--- config.mk ---
export PLATFORM = sky130hd
export DESIGN_NAME = mc_main_fsm
export DESIGN_NICKNAME = d
export VERILOG_FILES = /design/src/rtl/mc_ctrl_pkg.sv /design/src/rtl/mc_main_outdec.sv /design/src/rtl/mc_main_fsm.sv
export SDC_FILE = /design/constraint.sdc
export NUM_CORES = 1
export LEC_CHECK = 0
export ABC_AREA = 1
export CAP_MARGIN = 20
export CORE_UTILIZATION = 44
export CTS_BUF_LIST = sky130_fd_sc_hd__clkbuf_8
export DETAILED_ROUTE_END_ITERATION = 12
export PLACE_DENSITY_LB_ADDON = 0.05
export RECOVER_POWER = 50
export SYNTH_ARGS = -nofsm -noshare
export SYNTH_HDL_FRONTEND = slang
export SYNTH_SLANG_ARGS = --single-unit
--- constraint.sdc ---
create_clock -name clk -period 1.7 [get_ports clk]
set_clock_uncertainty 0.2 [all_clocks]
set_input_delay 0.34 -clock clk [delete_from_list [all_inputs] [get_ports clk]]
set_output_delay 0.34 -clock clk [all_outputs]
set_load 0.1 [all_outputs]
--- src/rtl/mc_ctrl_pkg.sv ---
// Shared types and encodings for the multi-cycle MIPS main control FSM.
// The ALUOP_* codes are also consumed by the ALU decoder.
package mc_ctrl_pkg;

  localparam int unsigned OP_W    = 6;
  localparam int unsigned ALUOP_W = 3;
  localparam int unsigned STATE_W = 4;

  localparam logic [OP_W-1:0] OP_LW    = 6'b100011;
  localparam logic [OP_W-1:0] OP_SW    = 6'b101011;
  localparam logic [OP_W-1:0] OP_RTYPE = 6'b000000;
  localparam logic [OP_W-1:0] OP_BEQ   = 6'b000100;
  localparam logic [OP_W-1:0] OP_BNE   = 6'b000101;
  localparam logic [OP_W-1:0] OP_ADDI  = 6'b001000;
  localparam logic [OP_W-1:0] OP_ANDI  = 6'b001100;
  localparam logic [OP_W-1:0] OP_ORI   = 6'b001101;
  localparam logic [OP_W-1:0] OP_XORI  = 6'b001110;
  localparam logic [OP_W-1:0] OP_J     = 6'b000010;

  localparam logic [ALUOP_W-1:0] ALUOP_ADD   = 3'b000;
  localparam logic [ALUOP_W-1:0] ALUOP_SUB   = 3'b001;
  localparam logic [ALUOP_W-1:0] ALUOP_FUNCT = 3'b010;
  localparam logic [ALUOP_W-1:0] ALUOP_AND   = 3'b011;
  localparam logic [ALUOP_W-1:0] ALUOP_OR    = 3'b100;
  localparam logic [ALUOP_W-1:0] ALUOP_XOR   = 3'b101;

  typedef enum logic [STATE_W-1:0] {
    S_FETCH, S_DECODE, S_MEMADR, S_MEMRD, S_MEMWB, S_MEMWR, S_RTYPEEX, S_RTYPEWB,
    S_BEQEX, S_BNEEX, S_ADDIEX, S_ANDIEX, S_ORIEX, S_XORIEX, S_IMMWB, S_JEX
  } state_t;

  typedef struct packed {
    logic               pcwrite;
    logic               branch;
    logic               bne;
    logic               irwrite;
    logic               memwrite;
    logic               regwrite;
    logic               iord;
    logic               memtoreg;
    logic               regdst;
    logic               alusrca;
    logic [1:0]         alusrcb;
    logic               immext;
    logic [1:0]         pcsrc;
    logic [ALUOP_W-1:0] aluop;
  } ctrl_word_t;

  function automatic logic op_supported(input logic [OP_W-1:0] op);
    case (op)
      OP_LW, OP_SW, OP_RTYPE, OP_BEQ, OP_BNE,
      OP_ADDI, OP_ANDI, OP_ORI, OP_XORI, OP_J: return 1'b1;
      default:                                 return 1'b0;
    endcase
  endfunction

endpackage

--- src/rtl/mc_main_outdec.sv ---
// Moore output decode: maps the current control state to the full control word.
module mc_main_outdec
  import mc_ctrl_pkg::*;
(
  input  state_t     state,
  output ctrl_word_t ctrl
);

  always_comb begin
    ctrl = '0;
    case (state)
      S_FETCH: begin
        ctrl.irwrite = 1'b1;
        ctrl.pcwrite = 1'b1;
        ctrl.alusrcb = 2'b01;
        ctrl.aluop   = ALUOP_ADD;
      end
      // Branch target is computed speculatively into ALUOut here.
      S_DECODE: begin
        ctrl.alusrcb = 2'b11;
        ctrl.aluop   = ALUOP_ADD;
      end
      S_MEMADR: begin
        ctrl.alusrca = 1'b1;
        ctrl.alusrcb = 2'b10;
        ctrl.aluop   = ALUOP_ADD;
      end
      S_MEMRD: ctrl.iord = 1'b1;
      S_MEMWB: begin
        ctrl.regwrite = 1'b1;
        ctrl.memtoreg = 1'b1;
      end
      S_MEMWR: begin
        ctrl.iord     = 1'b1;
        ctrl.memwrite = 1'b1;
      end
      S_RTYPEEX: begin
        ctrl.alusrca = 1'b1;
        ctrl.aluop   = ALUOP_FUNCT;
      end
      S_RTYPEWB: begin
        ctrl.regwrite = 1'b1;
        ctrl.regdst   = 1'b1;
      end
      S_BEQEX, S_BNEEX: begin
        ctrl.alusrca = 1'b1;
        ctrl.aluop   = ALUOP_SUB;
        ctrl.pcsrc   = 2'b01;
        ctrl.branch  = (state == S_BEQEX);
        ctrl.bne     = (state == S_BNEEX);
      end
      S_ADDIEX: begin
        ctrl.alusrca = 1'b1;
        ctrl.alusrcb = 2'b10;
        ctrl.aluop   = ALUOP_ADD;
      end
      S_ANDIEX, S_ORIEX, S_XORIEX: begin
        ctrl.alusrca = 1'b1;
        ctrl.alusrcb = 2'b10;
        ctrl.immext  = 1'b1;
        ctrl.aluop   = (state == S_ANDIEX) ? ALUOP_AND :
                       (state == S_ORIEX)  ? ALUOP_OR  : ALUOP_XOR;
      end
      S_IMMWB: ctrl.regwrite = 1'b1;
      S_JEX: begin
        ctrl.pcwrite = 1'b1;
        ctrl.pcsrc   = 2'b10;
      end
      default: ctrl = '0;
    endcase
  end

endmodule

--- src/rtl/mc_main_fsm.sv ---
// Main control FSM of the multi-cycle MIPS core: state register, next-state
// sequencing, and reset/zero gating of the architectural write enables.
module mc_main_fsm
  import mc_ctrl_pkg::*;
(
  input  logic               clk,
  input  logic               reset,
  input  logic [OP_W-1:0]    op,
  input  logic               zero,
  output logic               pcen,
  output logic               irwrite,
  output logic               memwrite,
  output logic               regwrite,
  output logic               iord,
  output logic               memtoreg,
  output logic               regdst,
  output logic               alusrca,
  output logic [1:0]         alusrcb,
  output logic               immext,
  output logic [1:0]         pcsrc,
  output logic [ALUOP_W-1:0] aluop,
  output logic               illegal
);

  state_t     state;
  ctrl_word_t ctrl;

  // Asynchronous reset abandons any partial instruction and restarts at FETCH.
  always_ff @(posedge clk or negedge reset) begin
    if (!reset) begin
      state <= S_FETCH;
    end else begin
      case (state)
        S_FETCH: state <= S_DECODE;
        S_DECODE: begin
          case (op)
            OP_LW, OP_SW: state <= S_MEMADR;
            OP_RTYPE:     state <= S_RTYPEEX;
            OP_BEQ:       state <= S_BEQEX;
            OP_BNE:       state <= S_BNEEX;
            OP_ADDI:      state <= S_ADDIEX;
            OP_ANDI:      state <= S_ANDIEX;
            OP_ORI:       state <= S_ORIEX;
            OP_XORI:      state <= S_XORIEX;
            OP_J:         state <= S_JEX;
            default:      state <= S_FETCH;
          endcase
        end
        S_MEMADR:  state <= (op == OP_SW) ? S_MEMWR : S_MEMRD;
        S_MEMRD:   state <= S_MEMWB;
        S_RTYPEEX: state <= S_RTYPEWB;
        S_ADDIEX, S_ANDIEX, S_ORIEX, S_XORIEX: state <= S_IMMWB;
        default:   state <= S_FETCH;
      endcase
    end
  end

  mc_main_outdec u_outdec (
    .state (state),
    .ctrl  (ctrl)
  );

  // zero only matters when branch/bne are set, i.e. in BEQEX/BNEEX.
  assign pcen     = reset & (ctrl.pcwrite | (ctrl.branch & zero) | (ctrl.bne & ~zero));
  assign irwrite  = reset & ctrl.irwrite;
  assign memwrite = reset & ctrl.memwrite;
  assign regwrite = reset & ctrl.regwrite;
  assign iord     = ctrl.iord;
  assign memtoreg = ctrl.memtoreg;
  assign regdst   = ctrl.regdst;
  assign alusrca  = ctrl.alusrca;
  assign alusrcb  = ctrl.alusrcb;
  assign immext   = ctrl.immext;
  assign pcsrc    = ctrl.pcsrc;
  assign aluop    = ctrl.aluop;
  assign illegal  = (state == S_DECODE) & ~op_supported(op);

endmodule
==> metrics, run 1 <==
last stage reached detailed placement; Core Rows 13; post-synthesis cell type count 17; top cells by count, synth nand2_1, inv_1, nor2_1; count of boundary I/O pins 26; status aborted with a tool error; RD Place Congestion 0.829; Port Buffers 25; Die Span Y 40.2 um; post-synth top area cell nand2_1; post-synthesis net count 138; Syn. warnings 0; starting density of the core 0.480; die width 40.2 um; Seq/Total Area, Yosys 0.156; Error [ERROR DPL-0038] Utilization greater than 100%, impossible to legalize; most common cell in the netlist nand2_1; Post-synth top flop dfrtp_1; Post-Synthesis Cells 129; Cell Area, Synth 641 sq um; syn_area_per_cell 4.97 sq um; FFs w/ async S/R, synth 1.00; post-synth top area share 0.240; FF+latch count, synth 4; EDFF count, synth 0; largest cells by area after synthesis nand2_1, inv_1, dfrtp_1
[cell families after synthesis]
family | count (synthesis) | share of synthesized area
DFF | 4 | 0.156
AOI/OAI and AO/OA | 10 | 0.0899
xor gates and xnor gates | 1 | 0.0137
buffers and inverters | 30 | 0.182
and+or+nand+nor | 84 | 0.559
[per-stage QoR]
stage	cells	hold slack, ns	cell area, sq um	setup WS [ns]	setup TNS [ns]
after global placement	194	0.471	1410	-0.539	-1.68
after floorplan	129	-0.156	790	-0.790	-4.85
==> run 2: changes to the inputs <==
--- a/config.mk
+++ b/config.mk
@@ -7,10 +7,10 @@
 export LEC_CHECK = 0
 export ABC_AREA = 1
 export CAP_MARGIN = 20
-export CORE_UTILIZATION = 44
-export CTS_BUF_LIST = sky130_fd_sc_hd__clkbuf_8
+export CORE_AREA = 2 2 63 65
 export DETAILED_ROUTE_END_ITERATION = 12
-export PLACE_DENSITY_LB_ADDON = 0.05
+export DIE_AREA = 0 0 65 67
+export PLACE_DENSITY_LB_ADDON = 0.15
 export RECOVER_POWER = 50
 export SYNTH_ARGS = -nofsm -noshare
 export SYNTH_HDL_FRONTEND = slang
==> run 2 against run 1 <==
  * The flow now finishes, with violations (setup timing)
  * Area after synthesis did not move
  * Synthesized cell count stayed put
==> metrics, run 2 <==
leakage 0.000870 uW; DIE AREA between 4000 and 5000 sq um; Setup Viol. Count Final 17; Core Area around 3600 sq um; final slew viol count 0; status finished, violations left; post-route cell area ~1700 sq um; initial DRC count 16; clk_lat worst skew 0.22 ns; routed vias 983; clk buf depth 2; non-filler cells, final approximately 240; top cells by count, synth nand2_1, inv_1, nor2_1; final worst-path cycle share 1.15; most common cell after layout, fill and taps aside buf_4; most common cell in the netlist nand2_1; peak supply drop a little over 0.0007 V; number of nets with antenna violations after routing 0; Vias per Instance 4.03; FF+latch count, synth 4 (unchanged); Logic pwr share 0.858; Worst Tran Pin Value 0.277 ns; per-cell routed wire length ~9.4 um; Flop pwr share 0.072; Seq/Total Area, Yosys 0.156 (unchanged); R2R Path End state[2]; share of cells above drive strength 1 0.643; worst r2r src state[2]; Largest Register state; CTS Buf Count 3; largest cells by area after synthesis nand2_1, inv_1, dfrtp_1; Post-Synthesis Cells 129 (unchanged); Port Buffers 25 (unchanged); htree depth 1; nets@finish slightly above 200; switching portion of total power 0.569; CP arrival 1.42 ns; # DRC 0; Switch Pwr about 1700 uW; diode count 0; max cap viols 0; RSZ-0062 raised after global routing yes; CTS Root Cell clkbuf_8; Placed Area 1500 sq um; minimum clock period around 2 ns; Die Span Y 67 um (+67%); Post-synth top flop dfrtp_1; post-synth top area cell nand2_1; Critical Path Start Type register; post-synth top area share 0.240 (unchanged); Worst Path Required 1.16 ns; largest registers state: 4 flops; post-synthesis net count 138 (unchanged); clock sink total 4; GRT Util Overall 0.114; global-route wire length before repair between 3 and 4 mm; clock group share of total power 0.069; DRT Wirelength 2.29 mm; critical path fanouts, max 7; post-route worst setup slack -0.261 ns; FFs w/ async S/R, synth 1.00 (unchanged); count of boundary I/O pins 26 (unchanged); largest net degree at the start of global routing 9; Cell Int Power approximately 1300 uW; Fin Setup TNS -2.98 ns; Setup crit end kind output pin; syn_area_per_cell 4.97 sq um (unchanged); area grow syn2layout 171%; number of detailed-route iterations in the first pass 4; CTS tree done; Largest register FFs 4; failing checks setup timing; r2r setup slk 0.09 ns; Rel. slew slack 0.814; RD Place Congestion 0.921 (+11%); vias in the first global route 907; Syn. warnings 0 (unchanged); starting density of the core 0.178 (-0.303); worst hold margin 0.383 ns; CTS clock-pin slew for the worst setup and hold paths about 0.030 ns; Core Rows 22 (+9); HP Class input pin to async pin; die width 65 um (+62%); EDFF count, synth 0 (unchanged); placed insts 233; maximum clock rate 0.510 GHz; Cell Area, Synth 641 sq um (unchanged); most frequent cells in the layout buf_4, nand2_1, buf_12; FF-to-FF path depth 10; initial antenna violation count 0; post-synthesis cell type count 17 (unchanged); DP Wirelength 1.88 mm; power per cell area 1680 nW/um^2; critical path type register to output pin; aggregate global routing overflow 0; final hold vios 0
-- run 2: cell counts after synthesis --
Identical to the previous run, type by type.
-- run 2: critical path: stages (launching register included) --
cell and delay [ns]:
dfrtp_2 0.45, nand2_2 0.09, inv_2 0.13, nand2_1 0.12, a31oi_4 0.21, buf_12 0.19
-- run 2: repair_timing --
| item | in CTS | in global routing |
|---|---|---|
| pin swaps | 11 | 17 |
| setup endpoints to repair | 18 | 18 |
| gates resized for setup | 44 | 33 |
| setup buffers | 6 | 3 |
| hold buffers | 0 | 0 |
-- run 2: per-layer routing --
layer	track usage	up-vias	wire (um)
met3	0.0118	3	90
li1	-	522	-
met5	0	-	0
met1	0.111	432	871
met2	0.235	26	1300
met4	0.0559	0	30
-- run 2: metrics by stage --
step	power, uW	util	setup WS [ns]
6_report	2900	0.481	-0.261
5_1_grt	3050	0.481	-0.325
4_1_cts	2800	0.459	-0.279
3_5_place_dp	2450	0.416	-0.540
3_3_place_gp	2440	0.416	-0.519
2_1_floorplan	1580	-	-0.790
-- run 2: worst max-delay path by stage --
stage | startpoint | endpoint | slack, ns
final | state[1] | pcen | -0.26
after global routing | state[3] | regwrite | -0.32
after CTS | state[2] | alusrcb[1] | -0.28
after detailed placement | op[1] | illegal | -0.54
after global placement | op[1] | illegal | -0.52
after floorplan | state[1] | alusrca | -0.79
-- run 2: area by class of cell --
class	count	area, sq um
Clock buffer	3	41.3
Tap cell	48	60.1
Multi-Input combinational cell	95	662
Fill cell	353	1870
Timing Repair Buffer	65	732
Sequential cell	4	105
Inverter	29	133
-- run 2: cells by family (layout without fill, tap and decap cells) --
group / Yosys count / in the layout / share of synthesized area
flip-flops: 4 / 4 / 0.156
AO/OA/AOI/OAI: 10 / 10 / 0.0899
AND/OR/NAND/NOR: 84 / 84 / 0.559
XOR/XNOR: 1 / 1 / 0.0137
buffers and inverters: 30 / 97 / 0.182
-- run 2: power groups by stage --
stage | sequential (uW) | clock (uW) | combinational [uW]
2_1_floorplan | 159 | 0 | 1420
3_3_place_gp | 177 | 0 | 2260
3_5_place_dp | 177 | 0 | 2270
4_1_cts | 197 | 211 | 2390
5_1_grt | 214 | 220 | 2620
6_report | 210 | 201 | 2490
Power figures use the tool's default switching activity.
